File: config.mk
export PLATFORM = sky130hd
export DESIGN_NAME = fetch_queue_stage
export DESIGN_NICKNAME = d
export VERILOG_FILES = /design/src/rtl/lc3b_types.sv /design/src/rtl/fetch_fifo.sv /design/src/rtl/fetch_queue_stage.sv
export SDC_FILE = /design/constraint.sdc
export NUM_CORES = 1
export LEC_CHECK = 0
export ABC_AREA = 1
export CAP_MARGIN = 10
export CORE_MARGIN = 2
export CORE_UTILIZATION = 58
export CTS_BUF_LIST = sky130_fd_sc_hd__clkbuf_8
export CTS_CLUSTER_SIZE = 24
export DETAILED_ROUTE_END_ITERATION = 10
export HOLD_SLACK_MARGIN = 0.12
export PLACE_DENSITY = 0.88
export SETUP_SLACK_MARGIN = 0.3
export SYNTH_ARGS = -nofsm -noshare
export SYNTH_HDL_FRONTEND = slang
export SYNTH_SLANG_ARGS = --single-unit
File: constraint.sdc
create_clock -name clk -period 10.3 [get_ports clk]
set_clock_uncertainty 0.1 [all_clocks]
set_input_delay 2.06 -clock clk [delete_from_list [all_inputs] [get_ports clk]]
set_output_delay 2.06 -clock clk [all_outputs]
set_load 0.05 [all_outputs]
File: src/rtl/lc3b_types.sv
// Shared LC-3b fetch types: machine word, fetch-queue entry and fetch FSM state.
package lc3b_types;

    typedef logic [15:0] lc3b_word;

    typedef struct packed {
        lc3b_word pc;
        lc3b_word instr;
    } lc3b_fetch_entry;

    typedef enum logic [0:0] {
        StIdle,
        StReq
    } fetch_state_e;

endpackage

File: src/rtl/fetch_fifo.sv
// Power-of-two FIFO for fetched instructions; synchronous flush overrides enq/deq.
// Enqueue while full is accepted only when a dequeue happens in the same cycle.
module fetch_fifo
    import lc3b_types::*;
#(
    parameter int unsigned DEPTH   = 4,
    parameter type         entry_t = lc3b_fetch_entry
) (
    input  logic   clk,
    input  logic   rst,
    input  logic   flush,
    input  logic   enq,
    input  entry_t enq_data,
    input  logic   deq,
    output entry_t head,
    output logic   empty,
    output logic   full
);

    localparam int unsigned PtrW = $clog2(DEPTH);
    localparam int unsigned CntW = PtrW + 1;

    logic [PtrW-1:0] wr_ptr_q, wr_ptr_d;
    logic [PtrW-1:0] rd_ptr_q, rd_ptr_d;
    logic [CntW-1:0] count_q, count_d;
    entry_t          mem_q [DEPTH];
    logic            do_enq, do_deq;

    assign empty  = (count_q == '0);
    assign full   = (count_q == CntW'(DEPTH));
    assign head   = mem_q[rd_ptr_q];
    assign do_deq = deq && !empty;
    assign do_enq = enq && (!full || do_deq);

    always_comb begin
        wr_ptr_d = wr_ptr_q;
        rd_ptr_d = rd_ptr_q;
        count_d  = count_q;
        if (flush) begin
            wr_ptr_d = '0;
            rd_ptr_d = '0;
            count_d  = '0;
        end else begin
            if (do_enq) wr_ptr_d = wr_ptr_q + PtrW'(1);
            if (do_deq) rd_ptr_d = rd_ptr_q + PtrW'(1);
            case ({do_enq, do_deq})
                2'b10:   count_d = count_q + CntW'(1);
                2'b01:   count_d = count_q - CntW'(1);
                default: count_d = count_q;
            endcase
        end
    end

    always_ff @(posedge clk) begin
        if (rst) begin
            wr_ptr_q <= '0;
            rd_ptr_q <= '0;
            count_q  <= '0;
            for (int i = 0; i < int'(DEPTH); i++) mem_q[i] <= '0;
        end else begin
            wr_ptr_q <= wr_ptr_d;
            rd_ptr_q <= rd_ptr_d;
            count_q  <= count_d;
            if (!flush && do_enq) mem_q[wr_ptr_q] <= enq_data;
        end
    end

endmodule

File: src/rtl/fetch_queue_stage.sv
// Queued fetch stage with a one-line buffer and request/response imem handshake.
// Define FETCH_QUEUE_BYPASS_EN to let a hit on an empty queue drive out_* in the same cycle.
module fetch_queue_stage
    import lc3b_types::*;
#(
    parameter int unsigned LINE_BYTES  = 16,
    parameter int unsigned QUEUE_DEPTH = 4,
    parameter logic [15:0] RESET_PC    = 16'h0000
) (
    input  logic                    clk,
    input  logic                    rst,
    output logic                    imem_read,
    output logic [15:0]             imem_address,
    input  logic                    imem_resp,
    input  logic [LINE_BYTES*8-1:0] imem_rdata,
    input  logic                    branch_enable,
    input  logic [15:0]             new_pc,
    output logic                    out_valid,
    input  logic                    out_ready,
    output logic [15:0]             out_instr,
    output logic [15:0]             out_pc,
    output logic [15:0]             out_pc_plus2
);

    localparam int unsigned OffW  = $clog2(LINE_BYTES);
    localparam int unsigned Words = LINE_BYTES / 2;
    localparam int unsigned TagW  = 16 - OffW;

    fetch_state_e            state_q, state_d;
    lc3b_word                pc_q, pc_d;
    lc3b_word                addr_q, addr_d;
    logic                    read_q, read_d;
    logic                    squash_q, squash_d;
    logic [LINE_BYTES*8-1:0] line_q, line_d;
    logic [TagW-1:0]         line_tag_q, line_tag_d;
    logic                    line_valid_q, line_valid_d;

    lc3b_word        line_words [Words];
    lc3b_word        fetch_word;
    lc3b_fetch_entry fetch_entry, fifo_head;
    logic            hit, can_accept, fetch_go;
    logic            fifo_enq, fifo_deq, fifo_empty, fifo_full;

    for (genvar g = 0; g < Words; g++) begin : g_words
        assign line_words[g] = line_q[g*16 +: 16];
    end

    if (Words > 1) begin : g_sel
        assign fetch_word = line_words[pc_q[OffW-1:1]];
    end else begin : g_sel_one
        assign fetch_word = line_words[0];
    end

    assign hit         = line_valid_q && (line_tag_q == pc_q[15:OffW]);
    assign fifo_deq    = out_ready && !fifo_empty;
    assign can_accept  = !fifo_full || fifo_deq;
    assign fetch_go    = (state_q == StIdle) && hit && !branch_enable && can_accept;
    assign fetch_entry = '{pc: pc_q, instr: fetch_word};

    always_comb begin
        state_d      = state_q;
        pc_d         = pc_q;
        addr_d       = addr_q;
        read_d       = read_q;
        squash_d     = squash_q;
        line_d       = line_q;
        line_tag_d   = line_tag_q;
        line_valid_d = line_valid_q;
        if (branch_enable) begin
            pc_d = new_pc;
            // An issued request cannot be withdrawn; remember to drop its data.
            if (state_q == StReq) begin
                if (imem_resp) begin
                    state_d  = StIdle;
                    read_d   = 1'b0;
                    squash_d = 1'b0;
                end else begin
                    squash_d = 1'b1;
                end
            end
        end else begin
            unique case (state_q)
                StIdle: begin
                    if (hit) begin
                        if (fetch_go) pc_d = pc_q + 16'd2;
                    end else if (can_accept) begin
                        state_d = StReq;
                        read_d  = 1'b1;
                        addr_d  = {pc_q[15:OffW], {OffW{1'b0}}};
                    end
                end
                StReq: begin
                    if (imem_resp) begin
                        state_d = StIdle;
                        read_d  = 1'b0;
                        if (squash_q) begin
                            squash_d = 1'b0;
                        end else begin
                            line_d       = imem_rdata;
                            line_tag_d   = addr_q[15:OffW];
                            line_valid_d = 1'b1;
                        end
                    end
                end
                default: state_d = StIdle;
            endcase
        end
    end

    always_ff @(posedge clk) begin
        if (rst) begin
            state_q      <= StIdle;
            pc_q         <= RESET_PC;
            addr_q       <= '0;
            read_q       <= 1'b0;
            squash_q     <= 1'b0;
            line_q       <= '0;
            line_tag_q   <= '0;
            line_valid_q <= 1'b0;
        end else begin
            state_q      <= state_d;
            pc_q         <= pc_d;
            addr_q       <= addr_d;
            read_q       <= read_d;
            squash_q     <= squash_d;
            line_q       <= line_d;
            line_tag_q   <= line_tag_d;
            line_valid_q <= line_valid_d;
        end
    end

    assign imem_read    = read_q;
    assign imem_address = addr_q;

    fetch_fifo #(
        .DEPTH   (QUEUE_DEPTH),
        .entry_t (lc3b_fetch_entry)
    ) u_fifo (
        .clk      (clk),
        .rst      (rst),
        .flush    (branch_enable),
        .enq      (fifo_enq),
        .enq_data (fetch_entry),
        .deq      (fifo_deq),
        .head     (fifo_head),
        .empty    (fifo_empty),
        .full     (fifo_full)
    );

`ifdef FETCH_QUEUE_BYPASS_EN
    logic bypass;
    assign bypass   = fifo_empty && (state_q == StIdle) && hit && !branch_enable;
    assign fifo_enq = fetch_go && !(bypass && out_ready);

    always_comb begin
        if (bypass) begin
            out_valid = 1'b1;
            out_pc    = pc_q;
            out_instr = fetch_word;
        end else begin
            out_valid = !fifo_empty;
            out_pc    = fifo_head.pc;
            out_instr = fifo_head.instr;
        end
    end
`else
    assign fifo_enq  = fetch_go;
    assign out_valid = !fifo_empty;
    assign out_pc    = fifo_head.pc;
    assign out_instr = fifo_head.instr;
`endif

    assign out_pc_plus2 = out_pc + 16'd2;

endmodule

**Word level (Yosys, flattened, before mapping)**

Memory sizes are Yosys's and may differ from the RTL's. A register that Yosys moved wholly into a read port is not among the register bits.
Index checks and enable logic that the tools add are counted.

- Flip-flop bits (word level): 179
- RAM bits: 128
- Bits of input ports: 149
- Output and inout port bits: 66
- Memories: 1

Memory list:

| name | words | bits a word | rd ports | clocked after memory_dff | wr ports | RTL line | text |
|---|---|---|---|---|---|---|---|
| u_fifo.mem_q | 4 | 32 | 1 | 1 | 4 | fetch_fifo.sv:26 | `entry_t mem_q [DEPTH];` |

- Add/subtract/negate cells: 6
- Magnitude comparators: 1
- Equal/unequal tests: 8
- Multiplexer cells: 34
- Bitwise operators: 5
- Reduce and logical (&&, ||, !) cells: 25

Operators by type and width:

| cell | number |
|---|---|
| $mux W16 | 6 |
| $bmux W16 S3 | 1 |
| $add A16 B2 Y16 const B | 2 |
| $mux W32 | 1 |
| $reduce_or A32 Y1 | 1 |
| $mux W1 | 20 |
| $eq A12 B12 Y1 | 1 |
| $logic_and A1 B1 Y1 | 8 |
| $reduce_and A4 Y1 | 2 |
| $reduce_bool A2 Y1 | 4 |
| $mux W2 | 3 |
| $ne A3 B3 Y1 const B | 2 |
| $pmux W3 S2 | 1 |
| $reduce_and A3 Y1 | 2 |
| $add A2 B1 Y2 const B | 2 |
| $ge A4 B4 Y1 const B | 1 |
| $not A1 Y1 | 4 |
| $not A3 Y4 | 1 |
| $pmux W1 S2 | 2 |
| $add A3 B1 Y3 const B | 1 |
| $eq A3 B3 Y1 const B | 1 |
| $logic_not A1 Y1 | 3 |
| $logic_not A3 Y1 | 1 |
| $sub A3 B1 Y3 const B | 1 |
| other kinds (7) | 8 |

**Longest topological paths before layout**

- Depth after elaboration: 12
- Depth in mapped cells: 15

**Hierarchy**

From an unflattened synthesis, not the netlist that was laid out.

- Cells, all modules: 1804
- Area total of the unflattened synthesis: 14242.4 µm²

Modules (own cells, without submodules):

| module | instances | cells an instance | area each (µm²) | sequential area each (µm²) |
|---|---|---|---|---|
| fetch_queue_stage | 1 | 1225 | 8087.8 | 3443.3 |
| fetch_fifo | 1 | 579 | 6154.7 | 4023.9 |

**Worst setup path before layout**

Ideal clock, no wire load.

- Kind: input to register
- Start point: in branch_enable
- End point: mem u_fifo.mem_q[2][0] (netlist name) (enable)
- Setup time: 0.466 ns
- Arrival: 5.248 ns
- Path slack: 4.486 ns
- Cell stages on the path: 7
- Path buffers: 2
- Cell sequence: clkbuf_1 -> inv_2 -> nand2_1 -> nor2_2 -> nand3_1 -> clkbuf_1 -> o21ai_0

RTL lines:

| element | RTL line | text |
|---|---|---|
| start, declared | fetch_queue_stage.sv:16 | `input logic branch_enable,` |
| end, declared | fetch_fifo.sv:26 |  |

==> reports/results.txt <==
Die area: 25500 sq um
Internal power: 2.00 mW
Design area: 17200 sq um
Vias: 13300
Setup TNS: 0 ns
Crit path cell chain: buf_4, inv_2, buf_4, nand2_1, nand3_1, nand2_1, inv_1, ha_1, inv_1, nor3_1, nand2_1, xor2_1, clkdlybuf4s50_1
Die Wd: 160 um
ANT nets after route: 0
Critical R2R Launch: state_q
Antenna diodes: 0
Initial antenna violation count: 0
Die H: 160 um
Setup repair bufs after CTS: 0
Compound-gate portion of the synthesized area: 0.0929
GR Util All Layers: 0.302
First-pass GRT wire length: 62.4 mm
Share of cells above drive strength 1: 0.0585
Yosys Warn Count: 0
GRT overflow: 0
Netlist Area Pre-Place: 14100 sq um
Port bufs: 210
Endpoints failing setup: 0
Initial Util: 0.596
Clock Sinks: 309
Synth async-reset ratio: 0
HPWL after detailed placement: 25.7 mm
FMAX: 157 MHz
CP Capture Type: output port
Cell taking the most area after synthesis: edfxtp_1
R2r setup slk: 7.09 ns
WS Path Type: reg2out
Number of global-route vias before repair: 12100
CTS tree: done
Net Sw Power: 697 uW
Synth top cells by count: nor2_1, nand2_1, o21ai_0
Final nets: 2164
DR pass1 iterations: 6
Clock Path Buffers: 3
Worst skew pair latency: 0.58 ns
Sequential element share of the synthesized area: 0.531
Max-cap viol count: 0
Count leader, synth: nor2_1
Multiplexer area fraction after synthesis: 0
Synth area leaders: edfxtp_1, dfxtp_1, nor2_1
Crit start category: flop
CTS resizes: 0
Clock power share: 0.392
# DRC: 0
Hold/Removal Path Class: reg2reg
H-tree Lvls: 2
Sw Share: 0.259
Pleak: 7.32 nW
Std-Cell Rows: 56
Final Hold Fails: 0
Final Wtd Congestion: 0.891
Share of the synthesized area in the top cell type: 0.273
Simple-gate share of the synthesized area: 0.295
Logic pwr share: 0.108
Final Max Slew Viols: 0
Drt wl/cell: 16.6 um
Post-route minimum period: 6.36 ns
CP Data Required Time: 8.14 ns
Adder-Cell Fraction of Synth Area: 0.00409
Post-synthesis xor/xnor area fraction: 0.0131
CP Data Arrival Time: 4.20 ns
Synth Area per Inst: 7.58 sq um
Final period util: 0.617
Clk slew on worst S/H paths: 0.06 ns
Pre-CTS setup slack: 4.18 ns
Post-synth EDFFs: 128
Worst IR drop on VDD: 0.109 mV
Unrepaired setup endpoints after global routing: no
Main combinational cell family by area after synthesis: simple AND/OR/NAND/NOR gates
CTS Hold Bufs: 0
Largest net degree at the start of global routing: 136
IO Pins: 215
TritonCTS Buffers: 49
DRT iter0 DRCs: 1638
Vias per inst: 5.62
Fin worst setup slack: 3.94 ns
Placed inst area: 16200 sq um
Cell mode on critical path: nand2_1
CP peak stage delay: 0.83 ns
Area grow syn2layout: 22.5%
Routed wire length: 39.3 mm
Mapped Cells: 1856
Clock root buffer: clkbuf_8
Worst slew pin tran: 1.15 ns
P per Cell Area: 156 nW/um^2
#FFs+latches synth: 309
Core area: 23600 sq um
Outcome: finished clean
Sequential share of power: 0.500
Primary FF master, synth: dfxtp_1
Worst-path fanout max: 65
Hold Startpoint: imem_read
Slowest CP cell: clkdlybuf4s50_1
Synth cell types: 31
Rel. slew slack: 0.232
-- critical path: cells and delay by family (launching register included) --
kind	cells	cell delay, ns
simple gates	5	0.79
buf+inv	6	2.20
fa+ha+maj	1	0.18
flops	1	0.31
xor+xnor	1	0.14
-- final cells by class --
class	count	area [sq um]
flip-flops and latches	309	7470
fillers	1784	6380
multi-input cells	1324	5740
repair buffers	227	2230
clock buffers	61	840
well taps	319	399
inverters	100	379
clock inverters	31	176
-- kinds of logic (layout without fill, tap and decap cells) --
family,count (synthesis),in the layout
AO/OA/AOI/OAI,256,256
XOR/XNOR,21,21
adder cells (fa/ha/maj),4,4
buffers and inverters,226,419
flip-flops,309,309
other,1,4
AND/OR/NAND/NOR,1039,1039
-- worst paths after layout --
check,endpoint,cells past startpoint
min reg2reg,imem_read,2
max,out_pc_plus2[13],13
min,imem_read,2
max reg2reg,line_tag_q[3],7
-- metal layers --
metal,GRT usage,up-vias,wire (um)
met5,0,-,0
met4,0.109,0,1270
met3,0.0379,92,3700
met2,0.493,734,18500
met1,0.416,6187,15800
li1,-,6306,-
-- power by group through the flow --
stage,clock (mW),combinational [mW],sequential [mW]
floorplan,0,0.164,1.37
global placement,0,0.284,1.37
detailed placement,0,0.287,1.37
CTS,1.06,0.289,1.35
global route,1.11,0.315,1.35
finish,1.05,0.291,1.35
-- sequential cells by signal, indices dropped and copies added (netlist names), named ones only --
register	flops
state_q	1
imem_read	1
line_tag_q	12
u_fifo.rd_ptr_q	2
u_fifo.count_q	3
u_fifo.wr_ptr_q	2
line_valid_q	1
imem_address	12
pc_q	16
line_q	128
squash_q	1
u_fifo.mem_q	128
-- cells in the final DEF (no fill, tap or decap) --
| cell type | synthesis | routed |
|---|---|---|
| clkinv_1 | 2 | 3 |
| nand3_1 | 163 | 163 |
| o211ai_1 | 1 | 1 |
| conb_1 | 1 | 4 |
| nor2_2 | 1 | 1 |
| nand3_2 | 1 | 1 |
| nor3_1 | 6 | 5 |
| a21oi_1 | 40 | 40 |
| a31oi_1 | 1 | 1 |
| nor3b_1 | 1 | 1 |
| o21ai_2 | 0 | 4 |
| nor3_2 | 0 | 1 |
| inv_1 | 79 | 96 |
| nor2_4 | 1 | 1 |
| nand4_1 | 5 | 5 |
| xor2_1 | 18 | 18 |
| nand2_1 | 396 | 396 |
| and2_1 | 1 | 1 |
| clkinvlp_4 | 0 | 1 |
| clkbuf_8 | 0 | 61 |
| nor2_1 | 462 | 462 |
| inv_12 | 0 | 1 |
| dfxtp_2 | 0 | 2 |
| ha_1 | 3 | 3 |
| clkinv_2 | 0 | 9 |
| dfxtp_1 | 181 | 179 |
| buf_4 | 7 | 17 |
| o22ai_1 | 18 | 18 |
| xnor2_1 | 3 | 3 |
| inv_2 | 19 | 18 |
| fa_1 | 1 | 1 |
| bufinv_16 | 0 | 1 |
| edfxtp_1 | 128 | 128 |
| inv_8 | 0 | 1 |
| o21ai_0 | 196 | 192 |
| clkdlybuf4s50_1 | 0 | 210 |
| inv_4 | 0 | 1 |
| nand3b_1 | 2 | 2 |
-- metrics by stage --
stage          hold slack [ns]  instances  utilization  total power, mW
6_report                 0.366       2371        0.730             2.69
2_1_floorplan            0.336       1859            -             1.53
3_5_place_dp             0.353       2279        0.687             1.66
3_3_place_gp             0.350       2279        0.687             1.65
5_1_grt                  0.398       2371        0.730             2.78
4_1_cts                  0.370       2371        0.730             2.70
(Power assumes the default switching activity.)
